## config.mk

```make
export PLATFORM = sky130hd
export DESIGN_NAME = spike_rate_encoder
export DESIGN_NICKNAME = d
export VERILOG_FILES = /design/src/rtl/spike_rate_encoder.sv
export SDC_FILE = /design/constraint.sdc
export NUM_CORES = 1
export LEC_CHECK = 0
export ABC_AREA = 1
export CAP_MARGIN = 30
export CORE_MARGIN = 2
export CORE_UTILIZATION = 57
export DETAILED_ROUTE_END_ITERATION = 10
export PLACE_DENSITY = 0.8
export SYNTH_ARGS = -nofsm -noshare
export SYNTH_HDL_FRONTEND = slang
export SYNTH_SLANG_ARGS = --single-unit
```

## constraint.sdc

```tcl
create_clock -name clk -period 3.4 [get_ports clk]
set_input_delay 0.68 -clock clk [delete_from_list [all_inputs] [get_ports clk]]
set_output_delay 0.68 -clock clk [all_outputs]
set_load 0.005 [all_outputs]
```

## src/rtl/spike_rate_encoder.sv

```systemverilog
// spike_rate_encoder: accepts one vector of per-channel intensities over a
// valid/ready handshake and plays it out as a deterministic rate-coded spike
// train of NUM_TIMESTEPS timesteps, one timestep per cycle with step_en high.
// Each channel spikes on the carry-out of a W-bit phase accumulator, so after
// t steps channel i has fired floor(t*I_i / 2^W) times.
//
// Ports:
//   clk, rst      clock, asynchronous active-high reset
//   in_valid      intensity vector present
//   in_ready      encoder idle, will accept a vector
//   intensity_in  packed intensities, channel i at [i*W +: W]
//   step_en       advance one timestep this cycle
//   spike_out     one-cycle spike pulses, one bit per channel
//   spike_valid   a timestep was emitted this cycle
//   last          final timestep of the presentation
//   busy          presentation in progress

// One channel: intensity latch, phase accumulator and registered carry.
module spike_rate_encoder_lane #(
  parameter int W = 8
) (
  input  logic         clk,
  input  logic         rst,
  input  logic         load,
  input  logic         step,
  input  logic [W-1:0] intensity,
  output logic         spike
);
  logic [W-1:0] level;
  logic [W-1:0] acc;
  logic [W:0]   sum;

  assign sum = {1'b0, acc} + {1'b0, level};

  // load only happens in IDLE and step only in RUN, so they never collide.
  always_ff @(posedge clk or posedge rst) begin
    if (rst) begin
      level <= '0;
      acc   <= '0;
      spike <= 1'b0;
    end else begin
      spike <= 1'b0;
      if (load) begin
        level <= intensity;
        acc   <= '0;
      end else if (step) begin
        acc   <= sum[W-1:0];
        spike <= sum[W];
      end
    end
  end
endmodule

module spike_rate_encoder #(
  parameter int NUM_INPUTS      = 4,
  parameter int INTENSITY_WIDTH = 8,
  parameter int NUM_TIMESTEPS   = 16
) (
  input  logic                                  clk,
  input  logic                                  rst,
  input  logic                                  in_valid,
  output logic                                  in_ready,
  input  logic [NUM_INPUTS*INTENSITY_WIDTH-1:0] intensity_in,
  input  logic                                  step_en,
  output logic [NUM_INPUTS-1:0]                 spike_out,
  output logic                                  spike_valid,
  output logic                                  last,
  output logic                                  busy
);
  localparam int              SW     = $clog2(NUM_TIMESTEPS + 1);
  localparam logic [SW-1:0]   S_LAST = SW'(NUM_TIMESTEPS - 1);

  typedef enum logic {IDLE, RUN} state_t;

  state_t        state_q, state_d;
  logic [SW-1:0] step_cnt;
  logic          load, step, final_step;

  assign in_ready   = (state_q == IDLE);
  assign busy       = (state_q == RUN);
  assign load       = in_valid & in_ready;
  assign step       = busy & step_en;
  // Step that brings the counter to T closes the presentation.
  assign final_step = step & (step_cnt == S_LAST);

  always_comb begin
    state_d = state_q;
    case (state_q)
      IDLE:    if (load)       state_d = RUN;
      RUN:     if (final_step) state_d = IDLE;
      default:                 state_d = IDLE;
    endcase
  end

  always_ff @(posedge clk or posedge rst) begin
    if (rst) begin
      state_q     <= IDLE;
      step_cnt    <= '0;
      spike_valid <= 1'b0;
      last        <= 1'b0;
    end else begin
      state_q     <= state_d;
      spike_valid <= step;
      last        <= final_step;
      if (load)      step_cnt <= '0;
      else if (step) step_cnt <= step_cnt + SW'(1);
    end
  end

  for (genvar i = 0; i < NUM_INPUTS; i++) begin : g_lane
    spike_rate_encoder_lane #(.W(INTENSITY_WIDTH)) u_lane (
      .clk       (clk),
      .rst       (rst),
      .load      (load),
      .step      (step),
      .intensity (intensity_in[i*INTENSITY_WIDTH +: INTENSITY_WIDTH]),
      .spike     (spike_out[i])
    );
  end
endmodule

```

* Word level (Yosys, flattened, before mapping) *
Index checks and enable logic that the tools add are counted.

storage, ports and cells
  flip-flop bits (word level) = 76
  input port bits = 36
  output and inout bits = 8
  word-level logic and storage cells = 48

cells by class
  $add $sub $neg = 5
  equal/unequal tests = 1
  muxes and demuxes = 21
  bitwise gates (word level) = 4
  reduce and logical (&&, ||, !) cells = 1

operator list
  operator             number
  $mux 8               8
  $add 8x8->9          4
  $mux 1               10
  $mux 5               2
  $add 5x1->5 const B  1
  $eq 5x4->1 const B   1
  $and 1x1->1          3
  $pmux 1 s2           1
  $reduce_bool 2->1    1
  $not 1->1            1

* Logic depth before layout (Yosys ltp) *
  depth in word-level cells = 4
  gate-level depth with buffers = 8
  gate-level depth less buffers = 8

* Modules after synthesis *
Synthesis repeated with hierarchy kept, for this count alone.

second synthesis, totals
  cell total of the unflattened synthesis = 529
  area, all modules = 4262.8 sq um

modules (own cells, without submodules)
  module                                          instances  cells each  area each (sq um)  sequential area each (sq um)
  spike_rate_encoder_lane (g_lane[2].u_lane ...)  2          124         982.2              425.4
  spike_rate_encoder_lane (g_lane[1].u_lane)      1          120         974.7              425.4
  spike_rate_encoder_lane (g_lane[0].u_lane)      1          120         962.2              425.4
  spike_rate_encoder                              1          41          361.6              200.2

* Worst setup path after synthesis *
No wires, ideal clock.

  kind = reg-to-reg
  from = reg g_lane[2].u_lane.acc[0]
  to = reg g_lane[2].u_lane.acc[4]
  library setup time = 0.126 ns
  arrival = 1.332 ns
  data required time = 3.274 ns
  setup slack = 1.942 ns
  cell stages (with the launch flop) = 6
  buffers on the path = 0
  period minus slack after synthesis = 1.458 ns
  cell sequence = dfrtp_1 > ha_1 > fa_1 > a21oi_1 > and2_1 > o21ai_0

between the ends
  cells in the longest elaborated chain, start to end = 3

ends and longest elaborated chain
  item                    RTL line  RTL
  start, declared         30        logic [W-1:0] acc;
  start signal, assigned  47        acc <= sum[W-1:0];
  $add 8x8->9             33        assign sum = {1'b0, acc} + {1'b0, level};
  $mux 8                  46        end else if (step) begin
  $mux 8                  43        if (load) begin

Every way passes these cells. The select of a mux whose other input is x is not followed.
A chain may end at the register's enable or synchronous reset.

* Worst setup path after layout *
  from = in in_valid
  to = reg g_lane[3].u_lane.level[3]

between the ends
  cells in the longest elaborated chain, start to end = 1

ends and longest elaborated chain
  item                  RTL line  RTL
  start, declared       61        input logic in_valid,
  $and 1x1->1           81        assign load = in_valid & in_ready;
  end signal, assigned  44        level <= intensity;
  end, declared         29        logic [W-1:0] level;

Every way passes these cells.

==> flow_summary.ini <==
[grt]
grt_max_degree = 49
grt_pass1_wl_mm = 14.7
grt_pass1_vias = 3350
grt_overflow = 0
antenna_found_initial = 0
grtUsageTotal_pct = 22.3

[critical_path]
cpMaxStageDelayCell = inv_1
critPathRequiredTime_ns = 3.69
path_common_cell = nand2_1
cp_num_buf_inv = 3
cpLargestDelayFamily = buffers and inverters
cp-start-kind = primary input
cp_cell_sequence = clkdlybuf4s50_1 -> nand2_4 -> inv_1 -> buf_4 -> nand2_1 -> nand2_1
cpPeakStageDelay_ns = 0.55
arrival_ns = 2.49
critical_path_class = in2reg
end_kind = flop
crit_path_max_fanout = 35

[finish]
antennaDiodeCount = 0
areaGrowthSynthToFinish_pct = 15.3
multi_input_area_um2 = 2000
stdcell_count = 673
drive_gt1_share_pct = 4.88
final_nets = 643
final_cell_area_um2 = 4900
fillers = 587
seqCellArea_um2 = 1900

[detailed_routing]
ant_nets = 0
drt_iter0_markers = 192
wire_per_inst_um = 12.7
post_drt_via_cell_ratio = 5.13
vias = 3454
drc = 0
dr.pass1.iters = 4
drt-total-wl_mm = 8.52

[logic_synthesis]
avgSynthCellArea_um2 = 8.01
synthAdderAreaFrac_pct = 11.9
synthesis.area_um2 = 4250
synth_top_family_by_area = simple AND/OR/NAND/NOR gates
synth_nets = 604
synth_compound_area_share_pct = 7.57
synth_seq_cells = 76
yosysWarnings = 0
ys_seq_area_share_pct = 44.8
yosys.area_share.simple_pct = 27.4
synth-xor-area-share_pct = 0.206
ys_types = 26
syn_inst = 530
synth_mux_area_share_pct = 0

[timing]
period_share_pct = 64.8
postLayoutSetupSlackWorst_ns = 1.20
period_minus_slack_ns = 2.20
fmax_mhz = 454
relSlewSlack_pct = 59.1
fin_skew_ns = 0.00894
tns_ns = 0
final_max_slew_viol_count = 0
setup_viol_count_final = 0
finalHoldViolCount = 0
worstMarginPinSlew_ns = 0.613
rsz0062_at_grt = no

[placed_design]
dp_hpwl_mm = 5.69
gp_congestion = 0.857
place_area_um2 = 4690
dpl_worst_slack_ns = 0.844
dp.cells = 657
port_buffers = 43

[floorplanning]
die_y_um = 90.3
die_w_um = 90.3
core-area_um2 = 7250
initial_core_util_pct = 58.6
rows = 31
die_area_um2 = 8160
io-pin-count = 44

[pwr]
p_int_w = 0.00256
power_frac_comb_pct = 47.5
power.density_nw_per_um2 = 884
peakVddDrop_mv = 0.369
swShare_pct = 40.9
power_leakage_nw = 2.69
clockPowerShare_pct = 16.4
seqPwrFrac_pct = 36.1
switching_power_w = 0.00177

[clock_tree]
clk_latency_ns = 0.35
cts_sinks = 76
clock_path_buffers = 2
clk_pin_slew_ns = 0.08
cts_made_buffers = 9
htree_levels = 3
post-cts-setup-buffers = 0
cts_resized = 0
clock-root-buffer = clkbuf_8
holdBufCountCts = 0
cts_tree = yes

[worst_hold_path]
hp-class = reg2reg

[run]
drv_cap = 0

[run_status]
status = finished, final reports clean
state kept, by name, indices dropped and copies added, names as in the netlist:
register / flops
last: 1
busy: 1
step_cnt: 5
g_lane.u_lane.acc: 32
spike_valid: 1
g_lane.u_lane.spike: 4
g_lane.u_lane.level: 32
synth_stat cells:
cell type	count	area (um^2)
or2_2	1	6.26
nor2_1	18	67.6
o22ai_1	2	12.5
nand4_1	4	25.0
nand3_1	36	180
xnor2_1	1	8.76
a21oi_1	20	100
dfrtp_1	76	1900
inv_6	1	8.76
buf_6	6	67.6
nand2_4	1	11.3
o21ai_0	7	35.0
inv_1	51	191
fa_1	4	80.1
o21ai_1	10	50.1
nand2_1	228	856
and2_1	1	6.26
inv_4	1	6.26
nand2_2	2	12.5
a32o_1	1	10.0
a21oi_2	4	35.0
inv_2	1	3.75
a22o_1	9	78.8
buf_2	6	30.0
ha_1	34	425
buf_4	5	37.5
worst reg2reg max path, stage by stage (launching register included):
cell and delay (ns):
dfrtp_1 0.43, inv_2 0.10, nand2_4 0.23, inv_1 0.55, buf_4 0.32, nand2_1 0.08, nand2_1 0.06
cell usage in the layout (no fill, tap or decap):
master / instances
a21oi_1: 20
nor2_1: 18
bufinv_16: 1
inv_6: 1
nand2_4: 1
buf_12: 1
o21ai_1: 10
or2_2: 1
xnor2_1: 1
ha_1: 34
buf_4: 1
inv_2: 2
nand3_1: 36
o22ai_1: 2
clkbuf_8: 11
nand4_1: 4
fa_1: 4
o21ai_0: 7
inv_1: 50
nand2_1: 228
clkdlybuf4s50_1: 43
a22o_1: 9
and2_1: 1
inv_4: 1
a21oi_2: 4
clkinvlp_4: 2
dfrtp_1: 76
clkbuf_1: 2
a32o_1: 1
nand2_2: 2
layout make-up:
cell class	instances	area share [%]
clock buffer	13	3.24
inverter	54	4.29
sequential	76	38.8
timing repair buffer	45	9.35
multi-input combinational	383	40.8
tap	99	2.53
clock inverter	3	0.920
path summary, 6_finish.rpt:
path                                               from                                     to  slack (ns)  depth (start not counted)
worst min register to register  step_cnt[3]$_DFFE_PP0P_                step_cnt[3]$_DFFE_PP0P_        0.48                          1
min in group asynchronous                           rst    g_lane[3].u_lane.acc[4]$_DFFE_PP0P_        0.72                          2
worst min-delay path            step_cnt[3]$_DFFE_PP0P_                step_cnt[3]$_DFFE_PP0P_        0.48                          1
max in group asynchronous                           rst  g_lane[0].u_lane.level[7]$_DFFE_PP0P_        2.00                          3
worst max-delay path                           in_valid  g_lane[3].u_lane.level[3]$_DFFE_PP0P_        1.20                          6
worst max register to register           busy$_DFF_PP0_  g_lane[3].u_lane.level[3]$_DFFE_PP0P_        1.56                          6
per-stage QoR:
| stage | total power, W | utilization [%] | hold WS [ns] |
|---|---|---|---|
| after global placement | 0.00350 | 64.7 | 0.457 |
| final | 0.00433 | 67.5 | 0.481 |
| after global routing | 0.00476 | 67.5 | 0.503 |
| after CTS | 0.00435 | 67.5 | 0.478 |
| after floorplan | 0.00318 | - | 0.440 |
| after detailed placement | 0.00361 | 64.7 | 0.463 |
per-layer routing:
metal  vias to the layer above  share of wire, %  GRT usage (%)
met1                      1606                47           28.9
li1                       1763                 -              -
met2                        71                47           37.1
met5                         -                 0              0
met3                        14               3.9           3.67
met4                         0               2.1           9.87
kinds of logic (layout without fill, tap and decap cells):
family / after synthesis / after routing
buf+inv: 71 / 115
flops: 76 / 76
fa+ha+maj: 38 / 38
xor+xnor: 1 / 1
compound gates: 53 / 53
simple gates: 291 / 291
power by group through the flow:
stage	registers [W]	logic, W	clock network (W)
after floorplan	0.00151	0.00167	0
after global placement	0.00156	0.00194	0
after detailed placement	0.00158	0.00203	0
after CTS	0.00157	0.00206	0.000721
after global routing	0.00162	0.00238	0.000765
final	0.00156	0.00206	0.000711
Note: power is estimated with default switching activity, not from simulation.
